`config.mk`:
```
export PLATFORM = sky130hd
export DESIGN_NAME = rv_multi_cycle_core
export DESIGN_NICKNAME = d
export VERILOG_FILES = /design/src/rtl/rv_core_pkg.sv /design/src/rtl/rv_regfile_mc.sv /design/src/rtl/rv_multi_cycle_core.sv
export SDC_FILE = /design/constraint.sdc
export NUM_CORES = 2
export LEC_CHECK = 0
export CAP_MARGIN = 5
export CORE_ASPECT_RATIO = 0.8
export CORE_MARGIN = 2
export CORE_UTILIZATION = 55
export CTS_BUF_LIST = sky130_fd_sc_hd__clkbuf_4 sky130_fd_sc_hd__clkbuf_8
export CTS_CLUSTER_SIZE = 30
export DETAILED_ROUTE_END_ITERATION = 8
export PLACE_DENSITY = 0.71
export SLEW_MARGIN = 20
export SYNTH_ARGS = -nofsm -noshare
export SYNTH_HDL_FRONTEND = slang
export SYNTH_HIERARCHICAL = 1
export SYNTH_SLANG_ARGS = --single-unit
```
`constraint.sdc`:
```
create_clock -name clk -period 52.1 [get_ports clk]
set_clock_uncertainty 0.1 [all_clocks]
set_input_delay 15.63 -clock clk [delete_from_list [all_inputs] [get_ports clk]]
set_output_delay 15.63 -clock clk [all_outputs]
set_load 0.01 [all_outputs]
```
`src/rtl/rv_core_pkg.sv`:
```
// Shared encodings for the multi-cycle RV32I-subset core: opcodes, ALU control,
// FSM states and immediate formats.
package rv_core_pkg;

  localparam logic [6:0] OPC_LOAD   = 7'b0000011;
  localparam logic [6:0] OPC_STORE  = 7'b0100011;
  localparam logic [6:0] OPC_OP     = 7'b0110011;
  localparam logic [6:0] OPC_OP_IMM = 7'b0010011;
  localparam logic [6:0] OPC_BRANCH = 7'b1100011;
  localparam logic [6:0] OPC_JAL    = 7'b1101111;

  typedef enum logic [2:0] {
    ALU_ADD = 3'b000,
    ALU_SUB = 3'b001,
    ALU_AND = 3'b010,
    ALU_OR  = 3'b011,
    ALU_SLT = 3'b101
  } alu_ctrl_t;

  typedef enum logic [2:0] {
    S_FETCH,
    S_DECODE,
    S_EXECUTE,
    S_MEM,
    S_WB,
    S_HALT
  } state_t;

  typedef enum logic [1:0] {
    IMM_I,
    IMM_S,
    IMM_B,
    IMM_J
  } imm_fmt_t;

endpackage

```
`src/rtl/rv_regfile_mc.sv`:
```
// Architectural register file: two combinational read ports, one clocked
// write port; x0 is hardwired to zero.
module rv_regfile_mc #(
  parameter int XLEN  = 32,
  parameter int NREGS = 32,
  localparam int AW   = $clog2(NREGS)
) (
  input  logic            clk,
  input  logic            rst,
  input  logic [AW-1:0]   raddr_a,
  input  logic [AW-1:0]   raddr_b,
  output logic [XLEN-1:0] rdata_a,
  output logic [XLEN-1:0] rdata_b,
  input  logic            we,
  input  logic [AW-1:0]   waddr,
  input  logic [XLEN-1:0] wdata
);

  logic [XLEN-1:0] regs [NREGS];

  always_ff @(posedge clk or posedge rst) begin
    if (rst) begin
      for (int i = 0; i < NREGS; i++) regs[i] <= '0;
    end else if (we && waddr != '0) begin
      regs[waddr] <= wdata;
    end
  end

  assign rdata_a = (raddr_a == '0) ? '0 : regs[raddr_a];
  assign rdata_b = (raddr_b == '0) ? '0 : regs[raddr_b];

endmodule

```
`src/rtl/rv_multi_cycle_core.sv`:
```
// Multi-cycle RV32I-subset core with a single shared req/ready memory port;
// one FSM sequences fetch/decode/execute/mem/writeback around one ALU.
module rv_multi_cycle_core
  import rv_core_pkg::*;
#(
  parameter int              XLEN     = 32,
  parameter int              NREGS    = 32,
  parameter logic [XLEN-1:0] RESET_PC = '0
) (
  input  logic            clk,
  input  logic            rst,
  output logic            mem_req,
  output logic            mem_we,
  output logic [XLEN-1:0] mem_addr,
  output logic [XLEN-1:0] mem_wdata,
  input  logic            mem_ready,
  input  logic [XLEN-1:0] mem_rdata,
  output logic            instr_retired,
  output logic            halted,
  output logic            illegal
);

  localparam int AW = $clog2(NREGS);

  state_t          state;
  logic [XLEN-1:0] pc, a_q, b_q, imm_q, target_q, addr_q, mdr_q, alu_q;
  logic [31:0]     ir;
  logic            halted_q, illegal_q;

  logic [6:0]      opcode, funct7;
  logic [4:0]      rd_f, rs1_f, rs2_f;
  logic [2:0]      funct3;
  imm_fmt_t        imm_fmt;
  logic [31:0]     imm32;
  logic [XLEN-1:0] imm_val, rs1_data, rs2_data, alu_b, alu_y, rf_wdata;
  alu_ctrl_t       alu_ctrl;
  logic            op_ok, regs_ok, legal, rf_we;

  assign opcode = ir[6:0];
  assign rd_f   = ir[11:7];
  assign funct3 = ir[14:12];
  assign rs1_f  = ir[19:15];
  assign rs2_f  = ir[24:20];
  assign funct7 = ir[31:25];

  always_comb begin
    case (opcode)
      OPC_STORE:  imm_fmt = IMM_S;
      OPC_BRANCH: imm_fmt = IMM_B;
      OPC_JAL:    imm_fmt = IMM_J;
      default:    imm_fmt = IMM_I;
    endcase
    case (imm_fmt)
      IMM_S:   imm32 = {{20{ir[31]}}, ir[31:25], ir[11:7]};
      IMM_B:   imm32 = {{19{ir[31]}}, ir[31], ir[7], ir[30:25], ir[11:8], 1'b0};
      IMM_J:   imm32 = {{11{ir[31]}}, ir[31], ir[19:12], ir[20], ir[30:21], 1'b0};
      default: imm32 = {{20{ir[31]}}, ir[31:20]};
    endcase
  end

  assign imm_val = XLEN'($signed(imm32));

  always_comb begin
    case (opcode)
      OPC_OP:     op_ok = (funct7 == 7'h00 && (funct3 == 3'd0 || funct3 == 3'd2 ||
                                               funct3 == 3'd6 || funct3 == 3'd7)) ||
                          (funct7 == 7'h20 && funct3 == 3'd0);
      OPC_OP_IMM: op_ok = (funct3 == 3'd0 || funct3 == 3'd2 ||
                           funct3 == 3'd6 || funct3 == 3'd7);
      OPC_LOAD,
      OPC_STORE:  op_ok = (funct3 == 3'd2);
      OPC_BRANCH: op_ok = (funct3 == 3'd0);
      OPC_JAL:    op_ok = 1'b1;
      default:    op_ok = 1'b0;
    endcase
  end

  // Only fields the format actually uses as register numbers are range-checked.
  if (NREGS >= 32) begin : g_full_regs
    assign regs_ok = 1'b1;
  end else begin : g_part_regs
    logic use_rs1, use_rs2, use_rd;
    assign use_rs1 = (opcode != OPC_JAL);
    assign use_rs2 = (opcode == OPC_OP) || (opcode == OPC_STORE) || (opcode == OPC_BRANCH);
    assign use_rd  = (opcode == OPC_OP) || (opcode == OPC_OP_IMM) ||
                     (opcode == OPC_LOAD) || (opcode == OPC_JAL);
    assign regs_ok = !(use_rs1 && rs1_f >= 5'(NREGS)) &&
                     !(use_rs2 && rs2_f >= 5'(NREGS)) &&
                     !(use_rd  && rd_f  >= 5'(NREGS));
  end

  assign legal = op_ok && regs_ok;

  always_comb begin
    alu_ctrl = ALU_ADD;
    if (opcode == OPC_OP || opcode == OPC_OP_IMM) begin
      case (funct3)
        3'd0:    alu_ctrl = (opcode == OPC_OP && funct7[5]) ? ALU_SUB : ALU_ADD;
        3'd2:    alu_ctrl = ALU_SLT;
        3'd6:    alu_ctrl = ALU_OR;
        3'd7:    alu_ctrl = ALU_AND;
        default: alu_ctrl = ALU_ADD;
      endcase
    end else if (opcode == OPC_BRANCH) begin
      alu_ctrl = ALU_SUB;
    end
  end

  assign alu_b = (opcode == OPC_OP || opcode == OPC_BRANCH) ? b_q : imm_q;

  always_comb begin
    case (alu_ctrl)
      ALU_SUB: alu_y = a_q - alu_b;
      ALU_AND: alu_y = a_q & alu_b;
      ALU_OR:  alu_y = a_q | alu_b;
      ALU_SLT: alu_y = {{(XLEN-1){1'b0}}, $signed(a_q) < $signed(alu_b)};
      default: alu_y = a_q + alu_b;
    endcase
  end

  // jal links in EXECUTE while the PC still points at the jal itself.
  assign rf_we    = (state == S_WB) || (state == S_EXECUTE && opcode == OPC_JAL);
  assign rf_wdata = (state == S_EXECUTE) ? pc + XLEN'(4) :
                    (opcode == OPC_LOAD) ? mdr_q : alu_q;

  rv_regfile_mc #(.XLEN(XLEN), .NREGS(NREGS)) u_regfile (
    .clk     (clk),
    .rst     (rst),
    .raddr_a (rs1_f[AW-1:0]),
    .raddr_b (rs2_f[AW-1:0]),
    .rdata_a (rs1_data),
    .rdata_b (rs2_data),
    .we      (rf_we),
    .waddr   (rd_f[AW-1:0]),
    .wdata   (rf_wdata)
  );

  always_ff @(posedge clk or posedge rst) begin
    if (rst) begin
      state     <= S_FETCH;
      pc        <= RESET_PC;
      ir        <= '0;
      a_q       <= '0;
      b_q       <= '0;
      imm_q     <= '0;
      target_q  <= '0;
      addr_q    <= '0;
      mdr_q     <= '0;
      alu_q     <= '0;
      halted_q  <= 1'b0;
      illegal_q <= 1'b0;
    end else begin
      case (state)
        S_FETCH: begin
          if (mem_ready) begin
            ir    <= mem_rdata[31:0];
            state <= S_DECODE;
          end
        end
        S_DECODE: begin
          a_q      <= rs1_data;
          b_q      <= rs2_data;
          imm_q    <= imm_val;
          target_q <= pc + imm_val;
          if (!legal) begin
            state     <= S_HALT;
            halted_q  <= 1'b1;
            illegal_q <= 1'b1;
          end else begin
            state <= S_EXECUTE;
          end
        end
        S_EXECUTE: begin
          alu_q <= alu_y;
          case (opcode)
            OPC_LOAD, OPC_STORE: begin
              addr_q <= alu_y;
              state  <= S_MEM;
            end
            OPC_BRANCH: begin
              pc    <= (alu_y == '0) ? target_q : pc + XLEN'(4);
              state <= S_FETCH;
            end
            OPC_JAL: begin
              pc    <= target_q;
              state <= S_FETCH;
            end
            default: state <= S_WB;
          endcase
        end
        S_MEM: begin
          if (mem_ready) begin
            if (opcode == OPC_LOAD) begin
              mdr_q <= mem_rdata;
              state <= S_WB;
            end else begin
              pc    <= pc + XLEN'(4);
              state <= S_FETCH;
            end
          end
        end
        S_WB: begin
          pc    <= pc + XLEN'(4);
          state <= S_FETCH;
        end
        default: state <= S_HALT;
      endcase
    end
  end

  // Reset gates the request directly so an in-flight transfer is abandoned at once.
  assign mem_req   = !rst && (state == S_FETCH || state == S_MEM);
  assign mem_we    = !rst && (state == S_MEM) && (opcode == OPC_STORE);
  assign mem_addr  = (state == S_MEM) ? addr_q : pc;
  assign mem_wdata = b_q;

  assign instr_retired = (state == S_WB) ||
                         (state == S_EXECUTE && (opcode == OPC_BRANCH || opcode == OPC_JAL)) ||
                         (state == S_MEM && opcode == OPC_STORE && mem_ready);
  assign halted  = halted_q;
  assign illegal = illegal_q;

endmodule

```
==> reports/results.txt <==
status: finished clean
Mapped Area: 75300 µm²
Top cell by count, worst path: clkdlybuf4s50_1
post-CTS setup buffers: 0
Reg clk slew, reported paths: 0.06 ns
first-pass GRT wire length: 380000 µm
Routability Congestion: 1.04
vias in the first global route: 54700
library cells used by synthesis: 106
setup tns final: 0 ns
via count: 56800
Total Routing Usage GR: 37.0%
cell taking the most area after synthesis: dfrtp_1
I/O Buffers: 103
CP endpoint kind: primary output
endpoints failing setup: 0
FMAX: 30.2 MHz
crit start category: input pin
critical path class: input pin to primary output
Required @ worst endpoint: 36.37 ns
Max rail drop VDD: 0.0243 mV
post-route ant nets: 0
largest cells by area after synthesis: dfrtp_1 (43%), mux2_2 (17%), mux4_2 (11%)
FP Rows: 121
worst slew pin tran: 1.36 ns
Net Count, Synth: 6401
minimum clock period: 33.09 ns
Layout area overhead: 9.25%
Main synth FF type: dfrtp_1
Routed WL: 261000 µm
CTS Hold Bufs: 0
top cells by count, synth: dfrtp_1 (1305), mux2_2 (1153), nand2_1 (529)
Lkg Pwr: 37.3 nW
chip width: 418 µm
core area: 136000 µm²
Pwr Density: 25.5 nW/µm²
# Max-Cap Violations: 0
crit path buf inv count: 2
DP HPWL: 162000 µm
drt drc: 0
Die ar.: 140000 µm²
Pwr Total: 2.10 mW
DRT iter0 DRCs: 7621
number of synthesized flops with an enable pin: 0
Starting Density: 55.4%
critical path's slowest cell: clkdlybuf4s50_1
deepest clock path buffer count: 3
final hold viol count: 0
Syn. warnings: 6
GRT overflow: 0
root buffer cell: clkbuf_8
initial antenna violation count: 22
Post-CTS Resized: 0
count leader, synth: dfrtp_1
clk_lat worst skew: 0.95 ns
final max-slew violation count: 0
post-synth top area share: 43.4%
CTS tree: yes
via density per instance: 7.05
unrepaired setup endpoints after global routing: no
Critical Path Stages: 5
flop-to-flop setup slack: 43.81 ns
Gate Count Post-Synth: 6234
drt first pass iters: 8
H-tree levels: 4
Synth async-reset ratio: 100%
clock sinks: 1305
CP Cell Sequence: clkdlybuf4s50_1 > nand2_1 > o32a_1 > o21ai_0 > clkdlybuf4s50_1
Ports: 104
Hold Crit Class: flop to flop
Worst R2R Path Depth: 19
Synth Area per Inst: 12.1 µm²
die height: 335 µm
clock buffer count from CTS: 201
largest net degree at the start of global routing: 170
Worst path top cell family by delay: buffers and inverters
Avg WL per Cell: 32.4 µm
Hold Crit Depth: 0
#FFs+latches synth: 1305
layout cells sized above 1: 35.3%
Worst path max stage delay: 0.57 ns
Slew headroom: 8.67%
final layout net count: 6283
CP arrival: 17.36 ns
CP max FO: 6
post-route clock period utilization: 63.5%
Seq/Total Area, Yosys: 43.4%
## cell usage in the layout (no fill, tap or decap), drive strengths merged, types with 97 or more instances in the layout
cell and count:
clkbuf 327, mux2 1153, dfrtp 1305, ha 129, mux4 384, buf 160
o21ai 220, nand2 530, nor2 185, a21oi 151, clkdlybuf4s50 103, inv 117
nor3 97, mux2i 349
## power by group
group / internal, mW / switching, mW
clock network: 0.514 / 0.429
logic: 0.0375 / 0.0946
registers: 1.01 / 0.00867
total: 1.57 / 0.532
## flip-flops by register name (all words and copies together) (netlist names)
register and cells:
mdr_q 32, halted 1, addr_q 32, ir 32, pc 32, mem_wdata 32
state 3, a_q 32, alu_q 32, imm_q 21, u_regfile/regs 1024, target_q 32
## layout make-up
class,instances,area [µm²]
Clock inverter,26,317
Timing Repair Buffer,263,2320
Inverter,112,435
Clock buffer,327,4050
Tap cell,1783,2230
Antenna cell,10,25.0
Multi-Input combinational cell,4233,40200
Fill cell,10700,53700
Sequential cell,1305,32700
## routing by layer
metal  vias to the layer above  global-route usage (%)  share of wire, %
li1                      23000                       -                 -
met1                     29300                    51.7                40
met2                      3781                    50.4                41
met3                       745                    14.6                14
met4                        21                    17.4               5.0
met5                         -                       0             0.066
## kinds of logic after synthesis
kind of cell / share of synthesized area (%)
AO/OA/AOI/OAI: 8.72
multiplexers: 33.4
adder cells (fa/ha/maj): 2.22
buffers and inverters: 4.00
XOR/XNOR: 0.872
flip-flops: 43.4
AND/OR/NAND/NOR: 7.46
## final timing paths
| path | from | endpoint |
|---|---|---|
| worst min-delay path | u_regfile/regs[1016] | u_regfile/regs[1016] |
| min in group asynchronous | rst | mdr_q[1] |
| worst max register to register | ir[3] | pc[0] |
| worst max-delay path | mem_ready | instr_retired |
| max in group asynchronous | rst | u_regfile/regs[665] |
| worst min register to register | u_regfile/regs[1016] | u_regfile/regs[1016] |
## per-stage QoR
stage | instance area (µm²) | instances | setup WS (ns) | hold WS [ns] | utilization [%]
CTS | 82200 | 8048 | 19.01 | 0.299 | 60.4
global placement | 77800 | 7695 | 18.98 | 0.279 | 57.2
detailed placement | 77800 | 7695 | 19.01 | 0.284 | 57.2
finish | 82300 | 8059 | 19.01 | 0.303 | 60.5
global route | 82200 | 8052 | 18.92 | 0.311 | 60.5
floorplan | 75300 | 6234 | 7.55 | 0.338 | -
(Power assumes the default switching activity.)
